<file path="config.mk">
export PLATFORM = sky130hd
export DESIGN_NAME = alu_seq16_flat
export DESIGN_NICKNAME = d
export VERILOG_FILES = /design/src/rtl/alu_seq_pkg.sv /design/src/rtl/alu_seq16_if.sv /design/src/rtl/seq_muldiv16.sv /design/src/rtl/alu_seq16.sv /design/src/flat_wrapper.sv
export SDC_FILE = /design/constraint.sdc
export NUM_CORES = 1
export LEC_CHECK = 0
export ABC_CLOCK_PERIOD_IN_PS = 5510
export BUFFER_PORTS_ARGS = -buffer_cell sky130_fd_sc_hd__buf_2
export CAP_MARGIN = 30
export CORE_UTILIZATION = 35
export DETAILED_ROUTE_END_ITERATION = 10
export PLACE_DENSITY = 0.58
export SLEW_MARGIN = 15
export SYNTH_ARGS = -nofsm -noshare
export SYNTH_HDL_FRONTEND = slang
export SYNTH_SLANG_ARGS = --single-unit
</file>
<file path="constraint.sdc">
create_clock -name clk -period 5.51 [get_ports clk]
set_input_delay 1.102 -clock clk [delete_from_list [all_inputs] [get_ports clk]]
set_output_delay 1.102 -clock clk [all_outputs]
set_load 0.02 [all_outputs]
</file>
<file path="src/rtl/alu_seq_pkg.sv">
// Shared definitions for the sequential 16-bit execute unit: opcodes, FSM states,
// iteration-engine modes and the flag bundle.
package alu_seq_pkg;

    localparam int ALU_W = 16;

    typedef logic [3:0] opcode_t;

    localparam opcode_t OP_ADD = 4'd0;
    localparam opcode_t OP_SUB = 4'd1;
    localparam opcode_t OP_AND = 4'd2;
    localparam opcode_t OP_OR  = 4'd3;
    localparam opcode_t OP_XOR = 4'd4;
    localparam opcode_t OP_NOT = 4'd5;
    localparam opcode_t OP_SHL = 4'd6;
    localparam opcode_t OP_SHR = 4'd7;
    localparam opcode_t OP_MUL = 4'd8;
    localparam opcode_t OP_DIV = 4'd9;

    typedef enum logic [1:0] {
        S_IDLE,
        S_EXEC,
        S_ITER,
        S_DONE
    } state_t;

    typedef enum logic {
        MODE_MUL,
        MODE_DIV
    } mode_t;

    typedef struct packed {
        logic n;
        logic z;
        logic c;
        logic v;
    } flags_t;

    // Divide-by-zero is resolved on the single-cycle path, so only real MUL/DIV iterate.
    function automatic logic is_iterative(opcode_t op, logic b_zero);
        return (op == OP_MUL) || ((op == OP_DIV) && !b_zero);
    endfunction

endpackage

</file>
<file path="src/rtl/alu_seq16_if.sv">
// Request/response bundle between the register-file read buses and the execute unit.
interface alu_seq16_if
    import alu_seq_pkg::*;
#(
    parameter int W = ALU_W
) ();

    logic          start;
    opcode_t       op;
    logic [W-1:0]  a;
    logic [W-1:0]  b;

    logic [W-1:0]  result;
    logic [W-1:0]  result_hi;
    logic          flag_n;
    logic          flag_z;
    logic          flag_c;
    logic          flag_v;
    logic          err;
    logic          busy;
    logic          done;
    logic          wr_en;

    modport master (
        output start, op, a, b,
        input  result, result_hi, flag_n, flag_z, flag_c, flag_v, err, busy, done, wr_en
    );

    modport slave (
        input  start, op, a, b,
        output result, result_hi, flag_n, flag_z, flag_c, flag_v, err, busy, done, wr_en
    );

endinterface

</file>
<file path="src/rtl/seq_muldiv16.sv">
// Iteration engine: W-cycle unsigned shift-add multiply or restoring divide over a
// 2W accumulator; fin pulses for one cycle after the last iteration.
module seq_muldiv16
    import alu_seq_pkg::*;
#(
    parameter int W = ALU_W
) (
    input  logic          clk,
    input  logic          reset,
    input  logic          go,
    input  mode_t         mode,
    input  logic [W-1:0]  a,
    input  logic [W-1:0]  b,
    output logic [W-1:0]  lo,
    output logic [W-1:0]  hi,
    output logic          fin
);

    localparam int CW = $clog2(W);

    logic [2*W-1:0] acc;
    logic [2*W-1:0] acc_nxt;
    logic [W-1:0]   opnd;
    logic [CW-1:0]  cnt;
    logic           run;
    mode_t          mode_q;

    logic [W:0]     mul_sum;
    logic [W:0]     div_rem;
    logic [W:0]     div_trial;

    // MUL: acc = {partial, multiplier}, opnd = multiplicand.
    // DIV: acc = {remainder, dividend/quotient}, opnd = divisor.
    assign mul_sum   = {1'b0, acc[2*W-1:W]} + (acc[0] ? {1'b0, opnd} : '0);
    assign div_rem   = acc[2*W-1:W-1];
    assign div_trial = div_rem - {1'b0, opnd};

    // NOTE: every always_comb output gets a value on every path, otherwise a latch is inferred.
    always_comb begin
        acc_nxt = acc;
        if (mode_q == MODE_MUL) begin
            acc_nxt = {mul_sum, acc[W-1:1]};
        end else if (!div_trial[W]) begin
            acc_nxt = {div_trial[W-1:0], acc[W-2:0], 1'b1};
        end else begin
            acc_nxt = {div_rem[W-1:0], acc[W-2:0], 1'b0};
        end
    end

    // NOTE: sequential state uses non-blocking assignments so every register samples pre-edge values.
    always_ff @(posedge clk or posedge reset) begin
        if (reset) begin
            acc    <= '0;
            opnd   <= '0;
            cnt    <= '0;
            run    <= 1'b0;
            fin    <= 1'b0;
            mode_q <= MODE_MUL;
        end else if (go) begin
            acc    <= (mode == MODE_MUL) ? {{W{1'b0}}, b} : {{W{1'b0}}, a};
            opnd   <= (mode == MODE_MUL) ? a : b;
            cnt    <= CW'(W - 1);
            run    <= 1'b1;
            fin    <= 1'b0;
            mode_q <= mode;
        end else if (run) begin
            acc <= acc_nxt;
            cnt <= cnt - 1'b1;
            if (cnt == '0) begin
                run <= 1'b0;
                fin <= 1'b1;
            end
        end else begin
            fin <= 1'b0;
        end
    end

    assign lo = acc[W-1:0];
    assign hi = acc[2*W-1:W];

endmodule

</file>
<file path="src/rtl/alu_seq16.sv">
// Sequential 16-bit execute unit: captures operands on start, runs a single-cycle op
// or a W-cycle MUL/DIV, then presents result, flags and a one-cycle register write.
module alu_seq16
    import alu_seq_pkg::*;
#(
    parameter int W = ALU_W
) (
    input  logic      clk,
    input  logic      reset,
    alu_seq16_if.slave bus
);

    state_t        state;
    opcode_t       op_q;
    logic [W-1:0]  a_q;
    logic [W-1:0]  b_q;

    logic [W-1:0]  result_q;
    logic [W-1:0]  result_hi_q;
    flags_t        flags_q;
    logic          err_q;
    logic          busy_q;
    logic          done_q;
    logic          wr_en_q;

    logic          go;
    logic          finish;
    mode_t         eng_mode;
    logic [W-1:0]  eng_lo;
    logic [W-1:0]  eng_hi;
    logic          eng_fin;

    logic [W:0]    sum;
    logic [W:0]    diff;
    logic [W-1:0]  alu_res;
    logic [W-1:0]  alu_hi;
    logic          alu_c;
    logic          alu_v;
    logic          alu_err;
    flags_t        alu_flags;

    assign go       = (state == S_IDLE) && bus.start && is_iterative(bus.op, bus.b == '0);
    assign eng_mode = (bus.op == OP_DIV) ? MODE_DIV : MODE_MUL;
    assign finish   = (state == S_EXEC) || ((state == S_ITER) && eng_fin);

    seq_muldiv16 #(.W(W)) u_muldiv (
        .clk   (clk),
        .reset (reset),
        .go    (go),
        .mode  (eng_mode),
        .a     (bus.a),
        .b     (bus.b),
        .lo    (eng_lo),
        .hi    (eng_hi),
        .fin   (eng_fin)
    );

    assign sum  = {1'b0, a_q} + {1'b0, b_q};
    assign diff = {1'b0, a_q} - {1'b0, b_q};

    always_comb begin
        alu_res = '0;
        alu_hi  = '0;
        alu_c   = 1'b0;
        alu_v   = 1'b0;
        alu_err = 1'b0;
        case (op_q)
            OP_ADD: begin
                alu_res = sum[W-1:0];
                alu_c   = sum[W];
                alu_v   = (a_q[W-1] == b_q[W-1]) && (sum[W-1] != a_q[W-1]);
            end
            OP_SUB: begin
                alu_res = diff[W-1:0];
                alu_c   = diff[W];
                alu_v   = (a_q[W-1] != b_q[W-1]) && (diff[W-1] != a_q[W-1]);
            end
            OP_AND: alu_res = a_q & b_q;
            OP_OR:  alu_res = a_q | b_q;
            OP_XOR: alu_res = a_q ^ b_q;
            OP_NOT: alu_res = ~a_q;
            OP_SHL: begin
                alu_res = {a_q[W-2:0], 1'b0};
                alu_c   = a_q[W-1];
            end
            OP_SHR: begin
                alu_res = {1'b0, a_q[W-1:1]};
                alu_c   = a_q[0];
            end
            OP_MUL: begin
                alu_res = eng_lo;
                alu_hi  = eng_hi;
                alu_c   = |eng_hi;
                alu_v   = |eng_hi;
            end
            OP_DIV: begin
                if (b_q == '0) begin
                    alu_res = '1;
                    alu_hi  = a_q;
                    alu_err = 1'b1;
                end else begin
                    alu_res = eng_lo;
                    alu_hi  = eng_hi;
                end
            end
            default: alu_err = 1'b1;
        endcase
        alu_flags.n = alu_res[W-1];
        alu_flags.z = (op_q == OP_MUL) ? ({alu_hi, alu_res} == '0) : (alu_res == '0);
        alu_flags.c = alu_c;
        alu_flags.v = alu_v;
    end

    always_ff @(posedge clk or posedge reset) begin
        if (reset) begin
            state       <= S_IDLE;
            op_q        <= OP_ADD;
            a_q         <= '0;
            b_q         <= '0;
            result_q    <= '0;
            result_hi_q <= '0;
            flags_q     <= '0;
            err_q       <= 1'b0;
            busy_q      <= 1'b0;
            done_q      <= 1'b0;
            wr_en_q     <= 1'b0;
        end else begin
            done_q  <= 1'b0;
            wr_en_q <= 1'b0;
            // Outputs change only on completion and otherwise hold until the next one.
            if (finish) begin
                result_q    <= alu_res;
                result_hi_q <= alu_hi;
                flags_q     <= alu_flags;
                err_q       <= alu_err;
                done_q      <= 1'b1;
                wr_en_q     <= !alu_err;
            end
            case (state)
                S_IDLE: begin
                    if (bus.start) begin
                        op_q  <= bus.op;
                        a_q   <= bus.a;
                        b_q   <= bus.b;
                        state <= go ? S_ITER : S_EXEC;
                    end
                end
                S_EXEC: state <= S_DONE;
                S_ITER: begin
                    if (eng_fin) begin
                        busy_q <= 1'b0;
                        state  <= S_DONE;
                    end else begin
                        busy_q <= 1'b1;
                    end
                end
                S_DONE:  state <= S_IDLE;
                default: state <= S_IDLE;
            endcase
        end
    end

    assign bus.result    = result_q;
    assign bus.result_hi = result_hi_q;
    assign bus.flag_n    = flags_q.n;
    assign bus.flag_z    = flags_q.z;
    assign bus.flag_c    = flags_q.c;
    assign bus.flag_v    = flags_q.v;
    assign bus.err       = err_q;
    assign bus.busy      = busy_q;
    assign bus.done      = done_q;
    assign bus.wr_en     = wr_en_q;

endmodule

</file>
<file path="src/flat_wrapper.sv">
// flat-port wrapper written by rule: the top's interface ports become plain ports
module alu_seq16_flat import alu_seq_pkg::*;
#(
    parameter int W = ALU_W
)
  (clk, reset, bus_start, bus_op, bus_a, bus_b, bus_result, bus_result_hi, bus_flag_n, bus_flag_z, bus_flag_c, bus_flag_v, bus_err, bus_busy, bus_done, bus_wr_en);
  alu_seq16_if #(.W(W)) bus_i ();
  input  logic clk;
  input  logic reset;
  input wire logic [$bits(bus_i.start)-1:0] bus_start;
  input wire logic [$bits(bus_i.op)-1:0] bus_op;
  input wire logic [$bits(bus_i.a)-1:0] bus_a;
  input wire logic [$bits(bus_i.b)-1:0] bus_b;
  output wire logic [$bits(bus_i.result)-1:0] bus_result;
  output wire logic [$bits(bus_i.result_hi)-1:0] bus_result_hi;
  output wire logic [$bits(bus_i.flag_n)-1:0] bus_flag_n;
  output wire logic [$bits(bus_i.flag_z)-1:0] bus_flag_z;
  output wire logic [$bits(bus_i.flag_c)-1:0] bus_flag_c;
  output wire logic [$bits(bus_i.flag_v)-1:0] bus_flag_v;
  output wire logic [$bits(bus_i.err)-1:0] bus_err;
  output wire logic [$bits(bus_i.busy)-1:0] bus_busy;
  output wire logic [$bits(bus_i.done)-1:0] bus_done;
  output wire logic [$bits(bus_i.wr_en)-1:0] bus_wr_en;
  assign bus_i.start = bus_start;
  assign bus_i.op = bus_op;
  assign bus_i.a = bus_a;
  assign bus_i.b = bus_b;
  assign bus_result = bus_i.result;
  assign bus_result_hi = bus_i.result_hi;
  assign bus_flag_n = bus_i.flag_n;
  assign bus_flag_z = bus_i.flag_z;
  assign bus_flag_c = bus_i.flag_c;
  assign bus_flag_v = bus_i.flag_v;
  assign bus_err = bus_i.err;
  assign bus_busy = bus_i.busy;
  assign bus_done = bus_i.done;
  assign bus_wr_en = bus_i.wr_en;
  alu_seq16 #(.W(W)) u_core (.clk(clk), .reset(reset), .bus(bus_i));
endmodule
</file>
---- Yosys cells after proc, flatten, opt, wreduce, memory -nomap -nowiden ----
Index checks and enable logic that the tools add are counted.
storage, ports and cells
  bits in registers ....................... 133
  output and inout bits ................... 40
operators by class
  multiplexer cells ....................... 32
  reductions and logical operators ........ 22
  $add $sub $neg .......................... 5
  bitwise gates (word level) .............. 4
  equal/unequal tests ..................... 21
operator list
  operator              number
  $pmux W16 S10         1
  $mux W32              4
  $mux W16              5
  $logic_not A16 Y1     3
  $logic_not A32 Y1     1
  $pmux W16 S2          1
  $add A16 B16 Y17      1
  $add A16 B17 Y17      1
  $sub A16 B16 Y17      1
  $sub A17 B16 Y17      1
  $and A16 B16 Y16      1
  $eq A4 B3 Y1 const B  4
  $eq A4 B4 Y1 const B  4
  $not A16 Y16          1
  $or A16 B16 Y16       1
  $reduce_or A16 Y1     1
  $xor A16 B16 Y16      1
  $mux W1               12
  $reduce_or A9 Y1      1
  $eq A4 B2 Y1 const B  2
  $logic_not A4 Y1      2
  $mux W4               2
  $pmux W2 S4           1
  $logic_and A1 B1 Y1   6
  17 further kinds      26

---- Depth between registers and ports, before layout ----
Gate-level depths: netlist (run 1).
  depth after elaboration ................. 8
  mapped depth ............................ 14
  depth with buffers taken out ............ 13

---- Hierarchy ----
Synthesis (run 1) repeated with hierarchy kept, for this count alone.
unflattened totals
  cell total of the unflattened synthesis .. 1282
  area total of the unflattened synthesis .. 11096.9 um^2
modules (own cells, without submodules)
  module        instances  cells an instance  area each (um^2)
  alu_seq16     1          712                6256.0
  seq_muldiv16  1          570                4840.9

---- Worst setup path after synthesis (run 1) ----
No wires, ideal clock.
  kind .................................... register to register
  start ................................... reg u_core.u_muldiv.acc[15]
  end ..................................... reg u_core.u_muldiv.acc[29]
  data required time ...................... 5.375 ns
  stages on the path, launching flop included .. 15
  setup time .............................. 0.135 ns
  data arrival time ....................... 3.164 ns
  clock period less this slack ............ 3.298 ns
  slack ................................... 2.212 ns
  cells stage by stage .................... dfrtp_1 -> inv_1 -> ha_1 -> inv_1 -> fa_1 -> a211oi_1 -> o21ai_1 -> a2111oi_2 -> o311ai_1 -> o211ai_1 -> xnor2_1 -> buf_2 -> mux2_1 -> mux2i_1 -> a21oi_1
on the way
  cells in the longest elaborated chain, start to end .. 5
RTL lines
  what                    RTL line            text
  from (decl)             seq_muldiv16.sv:21  logic [2*W-1:0] acc;
  from (signal assigned)  seq_muldiv16.sv:60  acc <= (mode == MODE_MUL) ? {{W{1'b0}}, b} : {{W{1'b0}}, a};
  from (signal assigned)  seq_muldiv16.sv:67  acc <= acc_nxt;
  $sub A17 B16 Y17        seq_muldiv16.sv:36  assign div_trial = div_rem - {1'b0, opnd};
  $mux W32                seq_muldiv16.sv:43  end else if (!div_trial[W]) begin
  $mux W32                seq_muldiv16.sv:41  if (mode_q == MODE_MUL) begin
  $mux W32                seq_muldiv16.sv:66  end else if (run) begin
  $mux W32                seq_muldiv16.sv:59  end else if (go) begin
Every way passes these cells. The select of a mux whose other input is x is not followed.
A chain may end at the register's enable or synchronous reset.

---- Worst setup path after layout (run 1) ----
  start ................................... reg u_core.a_q[5]
  end ..................................... reg u_core.flags_q, in the netlist u_core.bus.flag_z
on the way
  cells in the longest elaborated chain, start to end .. 4
RTL lines
  what                                                           RTL line          text
  from (decl)                                                    alu_seq16.sv:15   logic [W-1:0] a_q;
  from (signal assigned)                                         alu_seq16.sv:143  a_q <= bus.a;
  $sub A16 B16 Y17 (tied with other cells)                       alu_seq16.sv:59   assign diff = {1'b0, a_q} - {1'b0, b_q};
  $pmux W16 S10 / $pmux W16 S2 (equally long branches)           alu_seq16.sv:67   case (op_q)
  $logic_not A32 Y1 / $logic_not A16 Y1 (equally long branches)  alu_seq16.sv:109  alu_flags.z = (op_q == OP_MUL) ? ({alu_hi, alu_res} == '0) : (alu_res == '0);
  $mux W1 (*)                                                    alu_seq16.sv:109
  to (signal assigned)                                           alu_seq16.sv:134  flags_q <= alu_flags;
  to (decl)                                                      alu_seq16.sv:20   flags_t flags_q;
Every way passes the cells marked *; elsewhere a longest branch is shown, timed or not.

==> metrics.txt, run 1 <==
core area=30750 um2; Port Buffer Count=78; Diodes inserted=0; Final Max Tran Viols=0; top-count cell post-synth=nand2_1; violated checks=design-rule violations; CTS H-tree depth=4; antenna violations before repair=0; CTS Buf Count=17; top_reg_cell synth=dfrtp_1; Post-synth top cells=nand2_1, o21ai_0, dfrtp_1; leading area contributor after synthesis=dfrtp_1; Starting Density=0.3569; drt pass-1 iters=9; clk_lat worst skew=0.43 ns; die height=179.1 um; Tcrit/Tclk final=0.6799; postcts setup bufs=0; Slew headroom=0.3668; post-cts resize count=0; Residual DRC=6; share of layout cells above drive strength 1=0.1238; syn_nets=1440; Vias/cell=5.913; Area growth syn-to-layout=12.62%; maximum number of pins on one net before global-route repair=93; DRT antenna net count=0; status=finished with violations; count of final hold-check violations=0; full die area=32060 um2; total area of sequential cells=3303 um2; Placed Area=11690 um2; Max FO, Critical Path=12; chip width=179.1 um; synthesized cell area=10970 um2; Critical Path AT=4.09 ns; slowest stage cell, crit path=dfrtp_1; CTS root buf=clkbuf_16; fraction of registers with async set/reset=1.000; gr ovfl total=0; Synth Register Bits=132; Hold WC Path Type=flop to flop; sequential element share of the synthesized area=0.3010; cells after synthesis=1309; CTS sink count=132; EDFF count, synth=0; dpl hpwl=28630 um; IO Count=79; yosys warns=0; mean post-synth cell area=8.383 um2; worst path bufs/invs=1; first-pass GRT wire length=58440 um; final setup fails=0; WL final=38410 um; Post-CTS Hold Fix Bufs=0; Critical Path Start Type=flop; post-route cell area=12360 um2; dominant cells by area after synthesis=dfrtp_1, ha_1, mux2i_1; worst-margin pin slew=0.9375 ns; CP required=5.85 ns; vias=10410; Net count, final=1484; Clock transition at path regs=0.06 ns; WL/cell=21.81 um; TritonCTS clock tree=done; vias in the first global route=9746; Cell variety after synth=91; CTS max path bufs=2; critical path cell sequence=inv_1 > ha_1 > or3b_1 > a311oi_2 > a211oi_1 > o211a_1 > or2_1 > a311o_1 > a22oi_2 > nand4_1 > o31ai_2; area of the multi-input gates=7033 um2; Worst setup EP type=flop; Hold WS=0.4692 ns; Site Rows=64; Total GRT Usage=0.2423; top cell type's share of synthesized area=0.3010; Setup TNS=0 ns; routability congestion estimate=0.9675; crit path kind=flop to flop; f_max=266.9 MHz; DR iter-0 viols=1096; maximum capacitance violations=0; RSZ-0062 raised after global routing=false; clk_skew=0.009299 ns; fill count=3151; CP peak stage delay=0.65 ns; Top Family by Delay on Critical Path=compound AO/OA/AOI/OAI gates; fin crit period=3.746 ns
-- metrics by stage --
step | cells | setup WS (ns) | util
6_report | 1761 | 1.764 | 0.4019
5_1_grt | 1761 | 1.562 | 0.4019
4_1_cts | 1758 | 1.856 | 0.4001
3_5_place_dp | 1727 | 1.894 | 0.3800
3_3_place_gp | 1726 | 1.920 | 0.3796
2_1_floorplan | 1309 | 0.8820 | -
-- cells by family (layout without fill, tap and decap cells) --
| group | after synthesis | after routing | synth area share |
|---|---|---|---|
| adder cells (fa/ha/maj) | 92 | 92 | 0.1076 |
| flip-flops | 132 | 132 | 0.3010 |
| AO/OA/AOI/OAI | 412 | 412 | 0.2454 |
| AND/OR/NAND/NOR | 388 | 388 | 0.1722 |
| multiplexers | 92 | 92 | 0.08575 |
| XOR/XNOR | 34 | 34 | 0.02714 |
| buffers and inverters | 159 | 215 | 0.06089 |
-- path summary, 6_finish.rpt --
check | from | end | slack, ns | depth (start not counted)
setup / recovery | u_core.a_q[5] | u_core.bus.flag_z | 1.76 | 11
hold / removal | u_core.bus.result_hi[0] | u_core.bus.result_hi[0] | 0.47 | 2
setup reg to reg | u_core.a_q[5] | u_core.bus.flag_z | 1.76 | 11
hold reg to reg | u_core.bus.result_hi[0] | u_core.bus.result_hi[0] | 0.47 | 2
max in group asynchronous | reset | u_core.bus.result_hi[0] | 3.99 | 3
min in group asynchronous | reset | u_core.u_muldiv.acc[31] | 0.65 | 2
-- tightest hold or removal path: stages (launching register included) --
cell	delay, ns
dfrtp_1	0.33
nand2_1	0.04
o21ai_0	0.06
-- metal layers --
metal | vias to the layer above | routed length (um) | GRT usage
met5 | - | 0 | 0
met4 | 0 | 950 | 0.07345
met3 | 62 | 2735 | 0.03944
met2 | 428 | 16680 | 0.3658
met1 | 5073 | 18050 | 0.3506
li1 | 4849 | - | -
-- registers in the layout (all words and copies together) (netlist names), 2 cells and up --
name / flops
u_core.u_muldiv.acc: 32
u_core.a_q: 16
u_core.b_q: 16
u_core.bus.result_hi: 16
u_core.u_muldiv.opnd: 16
u_core.bus.result: 15
u_core.op_q: 4
u_core.u_muldiv.cnt: 4
u_core.state: 2
-- cell usage in the layout (no fill, tap or decap), drive strengths merged, types with 21 or more instances in the layout --
cell / count
a21oi: 65
mux2i: 76
nor2: 74
o211ai: 28
o21ai: 154
xnor2: 22
nand2: 150
nor4: 24
buf: 97
ha: 88
inv: 84
dfrtp: 132
clkbuf: 21
nor3: 29
-- area by class of cell --
cell class | count | share of cell area
inverters | 85 | 0.02622
repair buffers | 99 | 0.04728
clock inverters | 11 | 0.01225
clock buffers | 20 | 0.03776
flip-flops and latches | 132 | 0.2673
well taps | 396 | 0.04009
multi-input cells | 1018 | 0.5691
Power of run 1 is not shown: default switching activity piles up to over one toggle a cycle in this logic, so the estimate is an artifact.
==> run 2, diff against run 1 <==
ABC_CLOCK_PERIOD_IN_PS = 3300   (was 5510)
PLACE_DENSITY = 0.6   (was 0.58)
clock period = 3.3 ns   (was 5.51 ns; I/O delays follow)
==> run 2 against run 1 <==
  * The run still ends with design-rule violations left
  * Register-to-register slack got worse by 1.7 ns
  * Critical path type unchanged
  * Global-route usage increased by 2.1 points
  * Cell area increased by 8.9%
==> metrics.txt, run 2 (same netlist as run 1, synthesis figures left out) <==
# placed instances=1833; dpl hpwl=31200 um; full die area=32060 um2; Placed Area=12510 um2; CTS sink count=132; PnR worst setup slack=0.1098 ns; Starting Density=0.3569; Critical Path Start Type=flop; WL met3=3065 um; post-route cell area=13460 um2; vias in the first global route=10460; Hold WC Path Type=input port to asynchronous set/reset pin; Clock transition at path regs=0.07 ns; Residual DRC=10; Tcrit/Tclk final=0.9667; f_max=313.5 MHz; most common cell after layout, fill and taps aside=nand2_1; Slew headroom=0.3494; first-pass GRT wire length=63250 um; metal2 WL=18270 um; DRT antenna net count=0; Final Max Tran Viols=0; drt pass-1 iters=8; CP Launch Point=u_core.u_muldiv.acc[15]; antenna violations before repair=0; IO Count=79; M1 wire length=18550 um; maximum capacitance violations=0; Worst setup EP type=flop; CTS Buf Count=17; Vias/cell=5.860; worst-margin pin slew=0.9637 ns; chip width=179.1 um; CTS root buf=clkbuf_16; clk_skew=0.01553 ns; die height=179.1 um; status=finished with violations; Area growth syn-to-layout=22.67%; Setup TNS=0 ns; core area=30750 um2; violated checks=design-rule violations; Post-Place Worst Slack=-0.2377 ns; routability congestion estimate=0.9352; CP required=3.63 ns; Site Rows=64; CTS H-tree depth=4; Max FO, Critical Path=6; max FFs per register=32; count of final hold-check violations=0; final setup fails=0; Total GRT Usage=0.2637; RSZ-0062 raised after global routing=true; DR iter-0 viols=1192; non-filler cells, final=1873; crit path kind=flop to flop; fin crit period=3.190 ns; Net count, final=1595; maximum number of pins on one net before global-route repair=67; DR top layer=met4; WL/cell=21.96 um; vias=10980; R2R depth=15; Crit Reg-Reg Startpoint=u_core.u_muldiv.acc[15]; Diodes inserted=0; Post-CTS Hold Fix Bufs=0; TritonCTS clock tree=done; CTS max path bufs=2; commonest non-fill, non-tap cells in the layout=nand2_1, o21ai_0, dfrtp_1; Top reg by flops=u_core.u_muldiv.acc; WL final=41130 um; share of layout cells above drive strength 1=0.2167; gr ovfl total=0; Critical Path AT=3.52 ns; Port Buffer Count=78; clk_lat worst skew=0.44 ns
-- run 2: cell types whose count changed in the layout (fill, tap and decap cells not counted), moves of 6 or more --
cell,previous run,this run
buf_4,17,122
ha_2,0,6
ha_1,88,80
inv_1,82,76
buf_6,0,6
inv_2,0,6
-- run 2: final timing paths --
check,slack (ns),to
worst min-delay path,0.26,u_core.a_q[15]
min in group clk,0.47,u_core.bus.result_hi[2]
worst max-delay path,0.11,u_core.u_muldiv.acc[22]
max in group asynchronous,2.11,u_core.u_muldiv.acc[21]
worst min register to register,0.47,u_core.bus.result_hi[2]
worst max register to register,0.11,u_core.u_muldiv.acc[22]
-- run 2: what timing repair did --
| action | 4_1_cts | 5_1_grt |
|---|---|---|
| pin swaps | 6 | 27 |
| setup endpoints to repair | 17 | 22 |
| cloned | 1 | 0 |
| buffers inserted | 3 | 5 |
| resized for setup | 8 | 51 |
-- run 2: metrics by stage --
step / hold WS, ns / util
floorplan: 0.4632 / -
global placement: 0.4703 / 0.4068
detailed placement: 0.4693 / 0.4068
CTS: 0.2713 / 0.4304
global route: 0.2868 / 0.4377
finish: 0.2625 / 0.4377
-- run 2: layout make-up --
type / instances / area [um2]
flip-flops and latches: 132 / 3303
repair buffers: 209 / 1434
inverters: 85 / 322.8
clock buffers: 18 / 439.2
multi-input cells: 1019 / 7277
well taps: 396 / 495.5
clock inverters: 14 / 188.9
fillers: 3063 / 17290
-- run 2: routing by layer --
metal / GRT usage / vias to the layer above
met1: 0.3749 / 5311
li1: - / 5089
met3: 0.04177 / 76
met4: 0.09251 / 0
met5: 0 / -
met2: 0.4014 / 499
-- run 2: worst max-delay path, stage by stage (launching register included) --
cell and delay, ns:
dfrtp_1 0.38, inv_2 0.08, ha_4 0.13, inv_2 0.04
fa_2 0.39, a211oi_4 0.28, o21ai_2 0.13, a2111oi_4 0.34
o311ai_1 0.16, o211ai_1 0.11, buf_4 0.19, xnor2_4 0.20
buf_6 0.16, mux2i_1 0.18, a211oi_1 0.08, a31o_2 0.22
Power of run 2 is left out for the same reason.
==> run 3, diff against run 2 <==
CORE_UTILIZATION = 25   (was 35)
PLACE_DENSITY = 0.48   (was 0.6)
==> run 3 against run 2 <==
  * The flow now finishes without violations
  * Clock skew barely moved
  * Flip-flop and latch count did not move
  * Cell area rose by 1.0%
  * Global-route usage fell by 6.9 points
  * First-iteration DRC count fell by 13%
  * Sequential share of layout area fell by 0.24 points
  * Final cell count rose by 9.9%
  * Register-to-register slack barely moved
  * Critical path depth did not move
  * Clock-buffer cell count did not move
  * Die area rose by 40%
  * Wire length rose by 5.1%
==> metrics.txt, run 3 (same netlist as run 1, synthesis figures left out) <==
CTS H-tree depth=4; antenna violations before repair=1; gr ovfl total=0; P_leak=5.835 nW; met3 Use GR=0.03041; slowest stage cell, crit path=a2111oi_4; fin crit period=3.186 ns; most common cell after layout, fill and taps aside=nand2_1; WL final=43230 um; Hold WC Path Type=input port to asynchronous set/reset pin; die height=211.5 um; most used routing layer=met2; CP required=3.63 ns; Tcrit/Tclk final=0.9654; WL/cell=21.00 um; maximum number of pins on one net before global-route repair=67; crit path kind=flop to flop; worst path bufs/invs=4; Placed Area=12780 um2; Port Buffer Count=78; vias=10900; max FFs per register=32; clock power share=0.113; Starting Density=0.2542; share of layout cells above drive strength 1=0.2056; Total GRT Usage=0.1947; IO Count=79; CTS sink count=132; PD cells=1322 nW/um2; worst-margin pin slew=0.8251 ns; f_max=313.9 MHz; Pint=8.918 mW; status=complete, no violations; first-pass GRT wire length=65430 um; DR iter-0 viols=1039; chip width=211.5 um; sequential share of power=0.181; Top cell by count, worst path=buf_6; fill count=4623; vias in the first global route=10470; CTS root buf=clkbuf_16; Final Max Tran Viols=0; CTS Buf Count=17; Diodes inserted=0; CTS max path bufs=2; Logic pwr share=0.705; Peak VDD IR=467.4 uV; Max FO, Critical Path=6; full die area=44730 um2; Vias/cell=5.292; commonest non-fill, non-tap cells in the layout=nand2_1, o21ai_0, dfrtp_1; Area growth syn-to-layout=23.94%; Site Rows=76; maximum capacitance violations=0; Post-Place Worst Slack=-0.1509 ns; Worst setup EP type=flop; clk_lat worst skew=0.44 ns; Top Family by Delay on Critical Path=compound AO/OA/AOI/OAI gates; dpl hpwl=33350 um; TritonCTS clock tree=done; core area=43170 um2; PnR worst setup slack=0.1141 ns; Sw Ratio=0.5038; critical path cell sequence=inv_2 > ha_4 > inv_1 > fa_2 > a211oi_4 > o21ai_2 > a2111oi_4 > o311ai_2 > o211ai_1 > xnor2_2 > buf_6 > buf_6 > mux2_1 > a21oi_1 > nor2_1; global-route met1 utilization=0.2876; R2R depth=15; CP peak stage delay=0.42 ns; GRT met2 Usage=0.2885; Critical Path AT=3.52 ns; Top reg by flops=u_core.u_muldiv.acc; Net count, final=1592; clk_skew=0.01543 ns; final setup fails=0; Critical Path Start Type=flop; Clock transition at path regs=0.07 ns; Slew headroom=0.4457; Net Switching=9.057 mW; WP depth=15; post-route cell area=13600 um2; routability congestion estimate=0.9313; count of final hold-check violations=0; DRT antenna net count=0; drt pass-1 iters=7; Residual DRC=0
[run 3: cell types whose count changed in the layout (fill, tap and decap cells not counted), moves of 4 or more]
cell	previous run	this run
inv_2	6	1
mux2_4	5	0
inv_1	76	80
ha_1	80	84
[run 3: cell type report]
cell class              count  area, um2  area share
clock buffers              18      429.2     0.03155
clock inverters            14      176.4     0.01297
inverters                  85      322.8     0.02374
multi-input cells        1018       7206      0.5298
flip-flops and latches    132       3304      0.2430
well taps                 585      732.0     0.05382
repair buffers            207       1430      0.1052
[run 3: power by group through the flow]
stage / Combinational, mW / Sequential (mW) / Clock, mW
final: 12.7 / 3.26 / 2.04
after CTS: 12.1 / 3.23 / 2.08
after global routing: 13.9 / 3.35 / 2.13
after detailed placement: 12.0 / 3.26 / 0
after floorplan: 7.70 / 3.17 / 0
after global placement: 12.0 / 3.25 / 0
[run 3: through the flow]
| step | util | instances | TNS (ns) | hold slack, ns | power (mW) |
|---|---|---|---|---|---|
| detailed placement | 0.2959 | 2023 | -0.8211 | 0.4658 | 15.23 |
| CTS | 0.3108 | 2055 | 0 | 0.3199 | 17.43 |
| finish | 0.3150 | 2059 | 0 | 0.3128 | 17.98 |
| global placement | 0.2958 | 2022 | -0.3507 | 0.4602 | 15.24 |
| global route | 0.3150 | 2059 | -0.09656 | 0.3482 | 19.36 |
| floorplan | - | 1309 | 0 | 0.4632 | 10.87 |
[run 3: repair_timing]
item / in CTS / in global routing
setup endpoints to repair: 11 / 21
gates resized for setup: 7 / 33
setup buffers: 0 / 4
cloned: 0 / 0
pin swaps: 0 / 14
hold buffers: 0 / 0
[run 3: path summary, 6_finish.rpt]
path / start / end / slack [ns]
max: u_core.u_muldiv.acc[15] / u_core.u_muldiv.acc[26] / 0.11
min: reset / u_core.u_muldiv.acc[31] / 0.31
max reg2reg: u_core.u_muldiv.acc[15] / u_core.u_muldiv.acc[26] / 0.11
min reg2reg: u_core.bus.result_hi[3] / u_core.bus.result_hi[3] / 0.47
max in group asynchronous: reset / u_core.u_muldiv.run / 2.21
min in group clk: u_core.bus.result_hi[3] / u_core.bus.result_hi[3] / 0.47
[run 3: per-layer routing]
metal  vias to the layer above  wire (um)
met5                         -          8
met4                         2        990
met3                        53       2668
met2                       383      18250
met1                      5387      21310
li1                       5072          -
Note: power is estimated with default switching activity, not from simulation.
